$ cat src/rtl/mat_link_pkg.sv
// ----------------------------------------------------------------------------
// mat_link_pkg
// Constants shared by both ends of the matrix-multiply UART link: the frame
// header and tags, the frame length and byte positions, and the state encoding
// used by the result transmitter.
// Used by result_frame_tx and by the receive-side frame parser in top.
// ----------------------------------------------------------------------------
package mat_link_pkg;

   localparam logic [7:0] HEADER     = 8'hFF;
   localparam logic [7:0] TAG_A      = 8'h00;
   localparam logic [7:0] TAG_B      = 8'h01;
   localparam logic [7:0] RESULT_TAG = 8'h02;

   localparam int FRAME_LEN = 8;
   localparam int IDX_W     = $clog2(FRAME_LEN);

   // Position of each byte inside a result frame
   localparam logic [IDX_W-1:0] IDX_HDR = IDX_W'(0);
   localparam logic [IDX_W-1:0] IDX_TAG = IDX_W'(1);
   localparam logic [IDX_W-1:0] IDX_JOB = IDX_W'(2);
   localparam logic [IDX_W-1:0] IDX_C11 = IDX_W'(3);
   localparam logic [IDX_W-1:0] IDX_C12 = IDX_W'(4);
   localparam logic [IDX_W-1:0] IDX_C21 = IDX_W'(5);
   localparam logic [IDX_W-1:0] IDX_C22 = IDX_W'(6);
   localparam logic [IDX_W-1:0] IDX_CHK = IDX_W'(7);

   // Transmitter state encoding
   localparam logic [2:0] ST_IDLE      = 3'd0;
   localparam logic [2:0] ST_SEND      = 3'd1;
   localparam logic [2:0] ST_WAIT_ACK  = 3'd2;
   localparam logic [2:0] ST_WAIT_DONE = 3'd3;
   localparam logic [2:0] ST_DONE      = 3'd4;

   typedef enum logic [2:0] {
      S_IDLE      = ST_IDLE,
      S_SEND      = ST_SEND,
      S_WAIT_ACK  = ST_WAIT_ACK,
      S_WAIT_DONE = ST_WAIT_DONE,
      S_DONE      = ST_DONE
   } tx_state_e;

endpackage

$ cat src/rtl/result_frame_tx.sv
// ----------------------------------------------------------------------------
// result_frame_tx
// Packs a 2x2 result matrix and its job id into one 8-byte frame
//   FF, 02, job_id, c11, c12, c21, c22, CHK   (CHK = job+c11+c12+c21+c22 mod 256)
// and hands it byte by byte to the UART transmitter through the
// tx_byte/tx_enable/tx_busy handshake.
//
// Ports
//   clk        system clock, rising edge
//   rst_n      asynchronous active-low reset
//   start      send one frame (accepted only while idle)
//   job_id     job number echoed in the frame
//   c11..c22   result matrix elements
//   tx_busy    UART is shifting a byte out
//   tx_byte    byte for the UART, valid with tx_enable
//   tx_enable  one-cycle load strobe to the UART
//   busy       frame in progress
//   done       one-cycle pulse, frame fully transmitted
//   err        one-cycle pulse, UART did not acknowledge a byte, frame aborted
// ----------------------------------------------------------------------------
import mat_link_pkg::*;

module result_frame_tx #(
   parameter int ACK_TIMEOUT = 16
) (
   input  logic       clk,
   input  logic       rst_n,
   input  logic       start,
   input  logic [7:0] job_id,
   input  logic [7:0] c11,
   input  logic [7:0] c12,
   input  logic [7:0] c21,
   input  logic [7:0] c22,
   input  logic       tx_busy,
   output logic [7:0] tx_byte,
   output logic       tx_enable,
   output logic       busy,
   output logic       done,
   output logic       err
);

   localparam int               CNT_W   = $clog2(ACK_TIMEOUT + 1);
   localparam logic [CNT_W-1:0] CNT_MAX = CNT_W'(ACK_TIMEOUT);

   tx_state_e        state_q, state_d;
   logic [IDX_W-1:0] idx_q, idx_d;
   logic [7:0]       chk_q, chk_d;
   logic [CNT_W-1:0] cnt_q, cnt_d;
   logic [7:0]       tx_byte_q, tx_byte_d;
   logic             tx_en_q, tx_en_d;
   logic             busy_q, busy_d;
   logic             done_q, done_d;
   logic             err_q, err_d;

   // Frame contents captured at start; not reset, only read after a load
   logic [7:0] job_q, c11_q, c12_q, c21_q, c22_q;
   logic       load;
   logic [7:0] cur_byte;

   function automatic logic [7:0] frame_byte(
      input logic [IDX_W-1:0] idx,
      input logic [7:0]       job,
      input logic [7:0]       e11,
      input logic [7:0]       e12,
      input logic [7:0]       e21,
      input logic [7:0]       e22,
      input logic [7:0]       chk
   );
      logic [7:0] b;
      case (idx)
         IDX_HDR: b = HEADER;
         IDX_TAG: b = RESULT_TAG;
         IDX_JOB: b = job;
         IDX_C11: b = e11;
         IDX_C12: b = e12;
         IDX_C21: b = e21;
         IDX_C22: b = e22;
         default: b = chk;
      endcase
      return b;
   endfunction

   assign cur_byte = frame_byte(idx_q, job_q, c11_q, c12_q, c21_q, c22_q, chk_q);

   always_comb begin
      state_d   = state_q;
      idx_d     = idx_q;
      chk_d     = chk_q;
      cnt_d     = cnt_q;
      tx_byte_d = tx_byte_q;
      tx_en_d   = 1'b0;
      busy_d    = busy_q;
      done_d    = 1'b0;
      err_d     = 1'b0;
      load      = 1'b0;

      case (state_q)
         S_IDLE: begin
            if (start) begin
               load    = 1'b1;
               busy_d  = 1'b1;
               idx_d   = IDX_HDR;
               chk_d   = 8'h00;
               state_d = S_SEND;
            end
         end

         S_SEND: begin
            if (!tx_busy) begin
               tx_byte_d = cur_byte;
               tx_en_d   = 1'b1;
               cnt_d     = '0;
               // Checksum accumulates payload bytes as they leave, so it is
               // complete by the time the CHK slot is reached.
               if (idx_q >= IDX_JOB && idx_q <= IDX_C22) begin
                  chk_d = chk_q + cur_byte;
               end
               state_d = S_WAIT_ACK;
            end
         end

         S_WAIT_ACK: begin
            if (tx_busy) begin
               state_d = S_WAIT_DONE;
            end else begin
               if (cnt_q != CNT_MAX) begin
                  cnt_d = cnt_q + 1'b1;
               end
               // This wait cycle brings the count to ACK_TIMEOUT: give up
               if (cnt_q >= CNT_MAX - 1'b1) begin
                  err_d   = 1'b1;
                  busy_d  = 1'b0;
                  state_d = S_IDLE;
               end
            end
         end

         S_WAIT_DONE: begin
            if (!tx_busy) begin
               idx_d = idx_q + 1'b1;
               if (idx_q == IDX_CHK) begin
                  done_d  = 1'b1;
                  busy_d  = 1'b0;
                  state_d = S_DONE;
               end else begin
                  state_d = S_SEND;
               end
            end
         end

         S_DONE: begin
            // done is visible during this cycle; start is accepted from IDLE next
            state_d = S_IDLE;
         end

         default: begin
            state_d = S_IDLE;
            busy_d  = 1'b0;
         end
      endcase
   end

   always_ff @(posedge clk or negedge rst_n) begin
      if (!rst_n) begin
         state_q   <= S_IDLE;
         idx_q     <= '0;
         chk_q     <= 8'h00;
         cnt_q     <= '0;
         tx_byte_q <= 8'h00;
         tx_en_q   <= 1'b0;
         busy_q    <= 1'b0;
         done_q    <= 1'b0;
         err_q     <= 1'b0;
      end else begin
         state_q   <= state_d;
         idx_q     <= idx_d;
         chk_q     <= chk_d;
         cnt_q     <= cnt_d;
         tx_byte_q <= tx_byte_d;
         tx_en_q   <= tx_en_d;
         busy_q    <= busy_d;
         done_q    <= done_d;
         err_q     <= err_d;
      end
   end

   always_ff @(posedge clk) begin
      if (load) begin
         job_q <= job_id;
         c11_q <= c11;
         c12_q <= c12;
         c21_q <= c21;
         c22_q <= c22;
      end
   end

   assign tx_byte   = tx_byte_q;
   assign tx_enable = tx_en_q;
   assign busy      = busy_q;
   assign done      = done_q;
   assign err       = err_q;

endmodule

$ cat config.mk
export PLATFORM = sky130hd
export DESIGN_NAME = result_frame_tx
export DESIGN_NICKNAME = d
export VERILOG_FILES = /design/src/rtl/mat_link_pkg.sv /design/src/rtl/result_frame_tx.sv
export SDC_FILE = /design/constraint.sdc
export NUM_CORES = 1
export LEC_CHECK = 0
export CORE_UTILIZATION = 43
export DETAILED_ROUTE_END_ITERATION = 7
export HOLD_SLACK_MARGIN = 0.08
export PLACE_DENSITY = 0.67
export REMOVE_ABC_BUFFERS = 1
export SYNTH_ARGS = -nofsm -noshare
export SYNTH_HDL_FRONTEND = slang
export SYNTH_SLANG_ARGS = --single-unit
$ cat constraint.sdc
create_clock -name clk -period 7.2 [get_ports clk]
set_input_delay 1.08 -clock clk [delete_from_list [all_inputs] [get_ports clk]]
set_output_delay 1.08 -clock clk [all_outputs]
set_load 0.05 [all_outputs]
==> impl_metrics.json <==
{
  "outcome": "finished, final reports clean",
  "dp_hpwl_um": 4810,
  "fmax_ghz": 0.276,
  "synth_edf_count": 40,
  "slew-limit-headroom_pct": 48.2,
  "setup-violations-final": 0,
  "core_um2": 7330,
  "initial_core_util_pct": 45.2,
  "worstSkewPairLatency_ps": 350,
  "grt_max_degree": 43,
  "die-area_um2": 8060,
  "path_clk_slew_ps": 70,
  "hold_buffers": 0,
  "grt_use_total_pct": 18.4,
  "worstSetupStartpointType": "flip-flop",
  "min_period_ps": 3620,
  "slowest_delay_ps": 560,
  "drt_iter0_markers": 169,
  "avgSynthCellArea_um2": 12.1,
  "hold_viol": 0,
  "synth_warnings": 0,
  "swShare_pct": 40.0,
  "seq_power_share_pct": 34.1,
  "routabilityCongestion": 0.893,
  "crit_path_top_delay_cell": "nor4_4",
  "clk_path_buf_depth": 2,
  "setup_tns_ps": 0,
  "rows": 31,
  "cts.repair.resized": 0,
  "grt_pass1_vias": 2386,
  "cts_tree": "built",
  "h-tree-depth": 3,
  "internal_power_mw": 1.04,
  "required_ps": 7430,
  "combPwrFrac_pct": 45.5,
  "clkSinkCount": 71,
  "antenna_cells": 0,
  "clkPwrFrac_pct": 20.4,
  "cellLeakagePower_nw": 1.62,
  "hold_depth": 1,
  "drt-met1-wl_um": 3220,
  "rsz0062_at_grt": "false",
  "cts_setup_buffers": 0,
  "totalWireLength_um": 6660,
  "tightestPinTransition_ps": 775,
  "grt_pass1_wl_um": 11500,
  "drv_cap": 0,
  "crit_type": "reg2reg",
  "ys_ff_latch": 71,
  "layout_commonest_cell": "clkdlybuf4s50_1",
  "ff2ff_path_depth": 14,
  "antenna_found_initial": 0,
  "fin_crit_sh_pct": 50.3,
  "rrSetupSlack_ps": 3580,
  "die_w_um": 89.8,
  "wl_met3_um": 331,
  "post-place-ws_ps": 3580,
  "final_cell_mix": "clkdlybuf4s50_1 (55), edfxtp_1 (40), dfrtp_1 (31)",
  "ys_seq_area_share_pct": 59.7,
  "ir_drop_mv": 0.132,
  "routedWlPerCell_um": 15.2,
  "viasPerCell": 5.26,
  "areaGrowthSynthToFinish_pct": 26.1,
  "synth_ff_type": "edfxtp_1",
  "dr_wl_met2_um": 2980,
  "p_switching_uw": 695,
  "synth.distinct_cells": 47,
  "io_buffers": 55,
  "num_vias": 2305,
  "syn_inst": 274,
  "hp-class": "reg2reg",
  "power_density_nw_per_um2": 416,
  "drc": 0,
  "path_cells": "inv_1 -> ha_1 -> nor4_4 -> nand3_1 -> nand4_1 -> ha_1 -> inv_1 -> fa_1 -> nor2b_1 -> o21ai_0 -> nand2b_1 -> a31oi_1 -> xnor2_1 -> a22o_1",
  "ctsRootBufferMaster": "clkbuf_8",
  "slew_violations": 0,
  "arrival_ps": 3850,
  "overflow": 0,
  "ios": 56,
  "crit_path_end_kind": "flip-flop",
  "drive_above_1_share_pct": 7.67,
  "critPathMaxFanout": 11,
  "setup_ws_ps": 3580,
  "cts_inserted_buffers": 9,
  "fin_worst_skew_ps": 11.0,
  "ant_nets": 0,
  "highest_layer": "met4",
  "syn_area_um2": 3310,
  "ys_async_sr_fraction_pct": 43.7,
  "drt_first_pass_iters": 4,
  "final_net_count": 395,
  "dieHeight_um": 89.8
}
-- per-layer routing --
layer	vias to the layer above	global-route usage [%]
li1	1126	-
met1	1099	25.5
met2	67	27.8
met3	13	4.57
met4	0	7.10
met5	-	0
-- registers in the layout, summed over array words and instances (netlist names) --
signal     flops
tx_enable      1
err            1
idx_q          3
c12_q          8
job_q          8
cnt_q          5
c11_q          8
c21_q          8
tx_byte        8
busy           1
done           1
chk_q          8
c22_q          8
state_q        3
-- area by class of cell --
| cell class | count | area, um^2 |
|---|---|---|
| fill | 601 | 3160 |
| timing repair buffer | 57 | 566 |
| sequential | 71 | 1980 |
| inverter | 14 | 52.6 |
| multi-input combinational | 181 | 1240 |
| clock buffer | 9 | 124 |
| tap | 99 | 124 |
| clock inverter | 7 | 96.3 |
-- logic make-up after synthesis --
logic type,Yosys count,synth area share (%)
XOR/XNOR,6,1.59
flip-flops,71,59.7
AND/OR/NAND/NOR,77,11.7
AO/OA/AOI/OAI,73,14.7
multiplexers,8,2.64
adder cells (fa/ha/maj),17,6.65
buffers and inverters,22,2.98
-- final timing paths --
| path | endpoint | startpoint |
|---|---|---|
| worst max-delay path | chk_q[6] | idx_q[2] |
| worst min-delay path | tx_byte[2] | tx_byte[2] |
| worst min register to register | tx_byte[2] | tx_byte[2] |
| worst max register to register | chk_q[6] | idx_q[2] |
| max in group asynchronous | idx_q[2] | rst_n |
| min in group asynchronous | chk_q[0] | rst_n |
-- critical path, delay by kind of cell (launching register included) --
kind / cells / cell delay [ps]
AOI/OAI and AO/OA: 3 / 380
and+or+nand+nor: 5 / 1170
buffers and inverters: 2 / 300
adders and majority gates: 3 / 1000
DFF: 1 / 530
xor gates and xnor gates: 1 / 140
-- synth_stat cells, types with 3 or more instances --
cell type | count | area (um^2)
edfxtp_1 | 40 | 1200
dfrtp_1 | 31 | 776
nand2_1 | 24 | 90.1
ha_1 | 16 | 200
nor2_1 | 15 | 56.3
o21ai_0 | 15 | 75.1
inv_1 | 13 | 48.8
nand3_1 | 12 | 60.1
a21oi_1 | 9 | 45.0
o21ai_1 | 9 | 45.0
a22oi_1 | 7 | 52.6
mux2_2 | 6 | 67.6
nand4_1 | 6 | 37.5
a21boi_1 | 5 | 37.5
clkbuf_1 | 5 | 18.8
nor2b_1 | 5 | 31.3
a22o_1 | 4 | 35.0
a211oi_1 | 3 | 22.5
a21o_1 | 3 | 22.5
and3_1 | 3 | 18.8
nand2b_1 | 3 | 18.8
o31ai_1 | 3 | 22.5
xnor2_1 | 3 | 26.3
xor2_1 | 3 | 26.3
-- power groups by stage --
| stage | Clock [mW] | Sequential [mW] | Combinational [mW] |
|---|---|---|---|
| after floorplan | 0 | 0.676 | 0.482 |
| after global placement | 0 | 0.598 | 0.770 |
| after detailed placement | 0 | 0.598 | 0.783 |
| after CTS | 0.360 | 0.591 | 0.789 |
| after global routing | 0.382 | 0.605 | 0.869 |
| final | 0.354 | 0.592 | 0.791 |
-- through the flow --
stage,instance area (um^2),utilization [%],cells,hold slack [ps],power (mW)
CTS,4180,57.0,438,515,1.74
floorplan,3270,-,266,472,1.16
global route,4180,57.0,438,543,1.86
detailed placement,3960,54.0,422,501,1.38
global placement,3960,54.0,422,489,1.37
finish,4180,57.0,438,509,1.74
(Power assumes the default switching activity.)
